## src/rtl/freq_sweeper_gen2.sv

```systemverilog
// freq_sweeper_gen2: DDS tuning-word controller with up/down/triangle sweeps and shift-based PI PLL tracking.
// Latency: accept -> one SETUP cycle -> init_freq on dds_freq the cycle after; each PI result lands one cycle after its sample.
// Backpressure: instr_ready is high only in IDLE, so the FIFO word waits until the current sweep ends or is aborted.
module freq_sweeper_gen2 #(
  parameter int FREQ_W      = 32,
  parameter int CYC_W       = 16,
  parameter int NSTEP_W     = 12,
  parameter int ERR_W       = 16,
  parameter int KP_SHIFT    = 3,
  parameter int KI_SHIFT    = 1,
  parameter int LOCK_CYCLES = 1024,
  parameter int TRACK_DIV   = 16,
  parameter int LOCK_TOL    = 64
) (
  input  logic                                clk,
  input  logic                                reset_n,
  input  logic [2+2*FREQ_W+CYC_W+NSTEP_W-1:0] instr_data,
  input  logic                                instr_valid,
  output logic                                instr_ready,
  input  logic                                abort,
  input  logic [ERR_W-1:0]                    phase_error,
  output logic [FREQ_W-1:0]                   dds_freq,
  output logic                                freq_update,
  output logic                                sweep_start,
  output logic                                sweep_done,
  output logic                                pll_enable,
  output logic                                pll_locked,
  output logic                                busy
);

  // Field positions inside the instruction word, LSB first.
  localparam int NS_LSB   = FREQ_W;
  localparam int CPS_LSB  = FREQ_W + NSTEP_W;
  localparam int INIT_LSB = FREQ_W + NSTEP_W + CYC_W;
  localparam int MODE_LSB = 2 * FREQ_W + NSTEP_W + CYC_W;

  // One counter serves both the lock settle time and the tracking divider.
  localparam int PCNT_MAX = (LOCK_CYCLES > TRACK_DIV) ? LOCK_CYCLES : TRACK_DIV;
  localparam int PCNT_W   = $clog2(PCNT_MAX) + 1;

  localparam logic [1:0] MODE_DOWN = 2'b01;
  localparam logic [1:0] MODE_TRI  = 2'b10;
  localparam logic [1:0] MODE_PLL  = 2'b11;

  typedef enum logic [2:0] {
    S_IDLE,
    S_SETUP,
    S_SWEEP,
    S_PLL_LOCK,
    S_PLL_TRACK
  } state_t;

  state_t             state_q, state_d;
  logic [1:0]         mode_q, mode_d;
  logic [FREQ_W-1:0]  init_q, init_d;
  logic [FREQ_W-1:0]  step_q, step_d;
  logic [FREQ_W-1:0]  dds_q, dds_d;
  logic [FREQ_W-1:0]  integ_q, integ_d;
  logic [CYC_W-1:0]   cps_q, cps_d;
  logic [CYC_W-1:0]   dwell_q, dwell_d;
  logic [NSTEP_W-1:0] nsteps_q, nsteps_d;
  logic [NSTEP_W-1:0] stepcnt_q, stepcnt_d;
  logic               descend_q, descend_d;
  logic [PCNT_W-1:0]  pcnt_q, pcnt_d;
  logic [2:0]         good_q, good_d;
  logic               upd_q, upd_d;
  logic               start_q, start_d;
  logic               done_q, done_d;
  logic               ena_q, ena_d;
  logic               locked_q, locked_d;
  logic               busy_q, busy_d;
  logic               ready_q, ready_d;

  logic [CYC_W-1:0]   dwell_last;
  logic               going_down;
  logic [FREQ_W-1:0]  err_ext;
  logic [FREQ_W-1:0]  kp_term;
  logic [FREQ_W-1:0]  ki_term;
  logic [FREQ_W:0]    integ_sum;
  logic [FREQ_W-1:0]  integ_sat;
  logic [FREQ_W-1:0]  pi_freq;
  logic [ERR_W:0]     err_sx;
  logic [ERR_W:0]     err_abs;
  logic               err_ok;

  // Datapath helpers: dwell limit, sweep direction, saturating PI arithmetic and lock tolerance test.
  always_comb begin
    dwell_last = (cps_q == '0) ? '0 : cps_q - CYC_W'(1);
    going_down = (mode_q == MODE_DOWN) || ((mode_q == MODE_TRI) && descend_q);

    err_ext = FREQ_W'($signed(phase_error));
    kp_term = err_ext << KP_SHIFT;
    ki_term = err_ext << KI_SHIFT;

    // One guard bit: overflow shows up as the two top bits disagreeing.
    integ_sum = {integ_q[FREQ_W-1], integ_q} + {ki_term[FREQ_W-1], ki_term};
    if (integ_sum[FREQ_W] != integ_sum[FREQ_W-1]) begin
      integ_sat = integ_sum[FREQ_W] ? {1'b1, {(FREQ_W-1){1'b0}}} : {1'b0, {(FREQ_W-1){1'b1}}};
    end else begin
      integ_sat = integ_sum[FREQ_W-1:0];
    end
    pi_freq = init_q + kp_term + integ_sat;

    // Extra bit so the magnitude of the most negative error is representable.
    err_sx  = {phase_error[ERR_W-1], phase_error};
    err_abs = err_sx[ERR_W] ? (~err_sx + (ERR_W+1)'(1)) : err_sx;
    err_ok  = (err_abs <= (ERR_W+1)'(LOCK_TOL));
  end

  // Next-state and next-output logic for the whole controller.
  always_comb begin
    state_d   = state_q;
    mode_d    = mode_q;
    init_d    = init_q;
    step_d    = step_q;
    dds_d     = dds_q;
    integ_d   = integ_q;
    cps_d     = cps_q;
    dwell_d   = dwell_q;
    nsteps_d  = nsteps_q;
    stepcnt_d = stepcnt_q;
    descend_d = descend_q;
    pcnt_d    = pcnt_q;
    good_d    = good_q;
    locked_d  = locked_q;
    upd_d     = 1'b0;
    start_d   = 1'b0;
    done_d    = 1'b0;

    if (abort && (state_q != S_IDLE)) begin
      // Abort wins over everything else; dds_freq is simply held.
      state_d = S_IDLE;
    end else begin
      case (state_q)
        S_IDLE: begin
          if (instr_valid && ready_q) begin
            mode_d   = instr_data[MODE_LSB +: 2];
            init_d   = instr_data[INIT_LSB +: FREQ_W];
            cps_d    = instr_data[CPS_LSB +: CYC_W];
            nsteps_d = instr_data[NS_LSB +: NSTEP_W];
            step_d   = instr_data[0 +: FREQ_W];
            state_d  = S_SETUP;
          end
        end
        S_SETUP: begin
          dds_d     = init_q;
          upd_d     = 1'b1;
          dwell_d   = '0;
          stepcnt_d = '0;
          descend_d = 1'b0;
          pcnt_d    = '0;
          good_d    = '0;
          if (mode_q == MODE_PLL) begin
            integ_d = '0;
            state_d = S_PLL_LOCK;
          end else begin
            start_d = 1'b1;
            state_d = S_SWEEP;
          end
        end
        S_SWEEP: begin
          if (dwell_q == dwell_last) begin
            dwell_d = '0;
            if (stepcnt_q == nsteps_q) begin
              if ((mode_q == MODE_TRI) && !descend_q && (nsteps_q != '0)) begin
                // Peak already dwelt on, so the descent starts one step below it.
                descend_d = 1'b1;
                stepcnt_d = NSTEP_W'(1);
                dds_d     = dds_q - step_q;
                upd_d     = 1'b1;
              end else begin
                done_d  = 1'b1;
                state_d = S_IDLE;
              end
            end else begin
              stepcnt_d = stepcnt_q + NSTEP_W'(1);
              dds_d     = going_down ? (dds_q - step_q) : (dds_q + step_q);
              upd_d     = 1'b1;
            end
          end else begin
            dwell_d = dwell_q + CYC_W'(1);
          end
        end
        S_PLL_LOCK: begin
          if (pcnt_q == PCNT_W'(LOCK_CYCLES - 1)) begin
            pcnt_d  = '0;
            state_d = S_PLL_TRACK;
          end else begin
            pcnt_d = pcnt_q + PCNT_W'(1);
          end
        end
        S_PLL_TRACK: begin
          if (pcnt_q == PCNT_W'(TRACK_DIV - 1)) begin
            pcnt_d  = '0;
            integ_d = integ_sat;
            dds_d   = pi_freq;
            upd_d   = 1'b1;
            if (err_ok) begin
              good_d   = (good_q == 3'd4) ? 3'd4 : good_q + 3'd1;
              locked_d = (good_q >= 3'd3);
            end else begin
              good_d   = '0;
              locked_d = 1'b0;
            end
          end else begin
            pcnt_d = pcnt_q + PCNT_W'(1);
          end
        end
        default: state_d = S_IDLE;
      endcase
    end

    // Lock history only has meaning while tracking.
    if (state_d != S_PLL_TRACK) begin
      good_d   = '0;
      locked_d = 1'b0;
    end

    ready_d = (state_d == S_IDLE);
    busy_d  = (state_d != S_IDLE);
    ena_d   = (state_d == S_PLL_LOCK) || (state_d == S_PLL_TRACK);
  end

  // State and registered outputs; reset clears everything, including instr_ready.
  always_ff @(posedge clk or negedge reset_n) begin
    if (!reset_n) begin
      state_q   <= S_IDLE;
      mode_q    <= '0;
      init_q    <= '0;
      step_q    <= '0;
      dds_q     <= '0;
      integ_q   <= '0;
      cps_q     <= '0;
      dwell_q   <= '0;
      nsteps_q  <= '0;
      stepcnt_q <= '0;
      descend_q <= 1'b0;
      pcnt_q    <= '0;
      good_q    <= '0;
      upd_q     <= 1'b0;
      start_q   <= 1'b0;
      done_q    <= 1'b0;
      ena_q     <= 1'b0;
      locked_q  <= 1'b0;
      busy_q    <= 1'b0;
      ready_q   <= 1'b0;
    end else begin
      state_q   <= state_d;
      mode_q    <= mode_d;
      init_q    <= init_d;
      step_q    <= step_d;
      dds_q     <= dds_d;
      integ_q   <= integ_d;
      cps_q     <= cps_d;
      dwell_q   <= dwell_d;
      nsteps_q  <= nsteps_d;
      stepcnt_q <= stepcnt_d;
      descend_q <= descend_d;
      pcnt_q    <= pcnt_d;
      good_q    <= good_d;
      upd_q     <= upd_d;
      start_q   <= start_d;
      done_q    <= done_d;
      ena_q     <= ena_d;
      locked_q  <= locked_d;
      busy_q    <= busy_d;
      ready_q   <= ready_d;
    end
  end

  assign instr_ready = ready_q;
  assign dds_freq    = dds_q;
  assign freq_update = upd_q;
  assign sweep_start = start_q;
  assign sweep_done  = done_q;
  assign pll_enable  = ena_q;
  assign pll_locked  = locked_q;
  assign busy        = busy_q;

endmodule

```

## config.mk

```make
export PLATFORM = sky130hd
export DESIGN_NAME = freq_sweeper_gen2
export DESIGN_NICKNAME = d
export VERILOG_FILES = /design/src/rtl/freq_sweeper_gen2.sv
export SDC_FILE = /design/constraint.sdc
export NUM_CORES = 1
export LEC_CHECK = 0
export ABC_AREA = 1
export CAP_MARGIN = 10
export CELL_PAD_IN_SITES_DETAIL_PLACEMENT = 1
export CELL_PAD_IN_SITES_GLOBAL_PLACEMENT = 1
export CORE_UTILIZATION = 43
export CTS_BUF_LIST = sky130_fd_sc_hd__clkbuf_4 sky130_fd_sc_hd__clkbuf_8 sky130_fd_sc_hd__clkbuf_16
export CTS_CLUSTER_SIZE = 8
export DETAILED_ROUTE_END_ITERATION = 8
export MAX_ROUTING_LAYER = met4
export PLACE_DENSITY = 0.82
export SKIP_CTS_REPAIR_TIMING = 1
export SLEW_MARGIN = 20
export SYNTH_ARGS = -nofsm -noshare
export SYNTH_HDL_FRONTEND = slang
export SYNTH_SLANG_ARGS = --single-unit
```

## constraint.sdc

```tcl
create_clock -name clk -period 4.8 [get_ports clk]
set_input_delay 0.96 -clock clk [delete_from_list [all_inputs] [get_ports clk]]
set_output_delay 0.96 -clock clk [all_outputs]
set_load 0.01 [all_outputs]
```

==> key figures <==
Synthesis
  – Mapped Cells: a little over 3,000
  – Largest area contributor in the netlist: dfrtp_1
  – Syn. warnings: 0
  – Main area contributors after synthesis: dfrtp_1, nand2_1, ha_1, inv_1, nand3_1
  – Post-Syn Area: between 15,000 and 20,000 um2
  – Mapped Nets: ~3,400
  – Post-synth cell types: 49
  – Sequential area share after synthesis: a little over a quarter
  – FF+latch count, synth: roughly 210
  – Syn avg cell area: around 6.4 um2
  – Synth top area share: a little over a quarter

Cells and area
  – Final core utilization: between 50% and 60%
  – Area growth syn-to-layout: 33.0%
  – Share of cells above drive strength 1: 17.1%
  – Nets: 3,752
  – Post-route insts no fill: a little over 4,000
  – # diodes: 0
  – # fillers: roughly 5,800

Floorplan
  – Die width: 216 um
  – Effective utilization at floorplan: ~44%
  – I/O pin cnt: roughly 150
  – Die Span Y: between 200 and 250 um
  – Full die area: 46,600 um2
  – Core ar.: 44,600 um2
  – Cell row count: 77

Place
  – Gp weighted congestion: ~1.1
  – HPWL Detailed: about 68 mm
  – Post-placement setup slack: -1.50 ns
  – I/O Buffers: between 150 and 200
  – Dpl cells: 4,013

Timing
  – Fmax: around 0.19 GHz
  – Worst Tran Pin Value: 1.18 ns
  – Worst setup margin: -0.542 ns
  – Final Hold Vio Count: 0
  – Setup TNS: -7.96 ns
  – Period utilization: 111%
  – Final Skew: ~0.017 ns
  – Unrepaired setup endpoints after global routing: true
  – Setup Viol. Count Final: 26
  – Shortest period the worst path allows: roughly 5.3 ns
  – Max-slew violation count: 0
  – Rel. slew slack: between 20% and 30%

Global route
  – Largest net degree at the start of global routing: around 110
  – Grt total ovfl: 0
  – Global-route layer with the greatest usage: met2
  – Grt met3 use: approximately 3.7%
  – Number of global-route vias before repair: 23,900
  – Grt met1 use: between 40 and 50%
  – Global-route wire length before repair: 132 mm
  – Initial antenna violation count: 0
  – Gr usage total: between 30% and 40%
  – Met2 Use GR: between 60% and 70%

Routing
  – DRT Pass-1 Iters: 6
  – Vias: roughly 25,000
  – DR vias/cell: between 6 and 7
  – DRT iter0 DRCs: roughly 2,100
  – Routed Antenna Nets: 0
  – Routed WL: between 100 and 150 mm
  – Wire length per cell: ~25 um
  – Post-route DRC: 0

Clock tree
  – Root buffer cell: clkbuf_16
  – Clk pin slew, worst setup/hold paths: 0.06 ns
  – CTS H-Tree Depth: 1
  – CTS buffer count: 31
  – Worst skew pair latency: 0.59 ns
  – CTS Sinks: between 200 and 250
  – CTS tree: built
  – Clock Tree Buf Depth: 3

Critical path
  – Crit. End Element: register
  – Critical path buffers and inverters: 7
  – Slowest CP cell: fa_1
  – Startpoint types: input pin
  – Worst Path Required: roughly 5.3 ns
  – WP data arrival: 5.86 ns
  – Crit path max fanout: 11
  – Critical Path Most Common Cell: nand2_1
  – Delay-heaviest family, CP: simple AND/OR/NAND/NOR gates
  – Critical Path Max Stage Delay: ~0.46 ns
  – R2r setup slk: -0.43 ns
  – Setup CP Type: input pin to register

Job
  – Max-Cap Viols: 0

Min path
  – Hold Crit Class: input pin to async pin

Status
  – Failing checks: negative setup slack
  – Status: finished with violations
final timing paths:
path | start | endpoint | cells past startpoint
setup / recovery | phase_error[15] | dds_freq[27]$_DFFE_PN0P_ | 30
hold / removal | reset_n | step_q[8]$_DFFE_PN0P_ | 1
setup reg to reg | integ_q[1]$_DFFE_PN0P_ | dds_freq[27]$_DFFE_PN0P_ | 29
hold reg to reg | step_q[31]$_DFFE_PN0P_ | step_q[31]$_DFFE_PN0P_ | 2
max in group asynchronous | reset_n | pcnt_q[1]$_DFFE_PN0P_ | 2
min in group clk | step_q[31]$_DFFE_PN0P_ | step_q[31]$_DFFE_PN0P_ | 2
synth_stat cells (all sizes together):
cell / count
a2bb2oi: 1
xnor2: 25
o21bai: 19
dfrtp: 211
o2111ai: 1
o211ai: 11
inv: 436
xor2: 38
a221oi: 1
o21ai: 228
a211oi: 2
fa: 32
a21o: 12
nand3: 247
clkinv: 2
nor4: 17
nor3: 55
nand2: 984
a21oi: 172
o31ai: 1
o22ai: 7
nor2: 263
clkbuf: 49
nor3b: 3
or2: 13
o221ai: 5
a31oi: 8
nand3b: 12
and2: 5
ha: 134
o21a: 8
a21boi: 5
nand4: 48
buf: 24
area by class of cell:
class	count	area, um2	share of cell area (%)
clock inverters	2	10.0	0.0383
well taps	592	741	2.83
multi-input cells	2357	13800	52.9
clock buffers	36	826	3.16
repair buffers	433	3800	14.6
inverters	438	1660	6.33
flip-flops and latches	211	5280	20.2
layout by cell type, fill, tap and decap left out, types with 13 or more instances in the layout:
cell,instances
a21oi_1,133
a21oi_2,31
buf_4,270
clkbuf_16,35
clkdlybuf4s50_1,135
dfrtp_1,211
dlymetal6s2s_1,13
fa_1,29
ha_1,80
ha_4,53
inv_1,417
inv_2,16
nand2_1,918
nand2_2,55
nand3_1,235
nand4_1,48
nor2_1,230
nor2_2,21
nor3_1,48
nor4_1,15
o21ai_0,196
o21ai_1,22
o21bai_1,17
xnor2_1,25
xor2_1,38
logic make-up (layout without fill, tap and decap cells):
logic type,after synthesis,after routing,synth area share [%]
buffers and inverters,511,909,10.1
adder cells (fa/ha/maj),166,166,11.8
AO/OA/AOI/OAI,481,481,13.3
AND/OR/NAND/NOR,1647,1647,35.1
XOR/XNOR,63,63,2.81
flip-flops,211,211,26.9
flip-flops by register name (all words and copies together), names as in the netlist, 2 cells and up:
signal and cells:
init_q 32, stepcnt_q 12, state_q 3, nsteps_q 12, pcnt_q 11, cps_q 16
mode_q 2, integ_q 32, dwell_q 16, dds_freq 32, good_q 3, step_q 32
stage by stage:
stage	hold WS, ns	area, um2
final	0.347	26100
after global routing	0.503	26100
after CTS	0.458	24500
after detailed placement	0.488	23600
after global placement	0.470	23600
after floorplan	0.453	19700
metal layers:
layer  up-vias  routed length [um]  share of wire (%)
li1      10700                   -                  -
met1     12100               39600                 38
met2      1418               48500                 47
met3       541                7490                7.2
met5         -                   0                  0
met4         0                7890                7.6
Power is not shown: default switching activity piles up to over one toggle a cycle in this logic, so the estimate is an artifact.
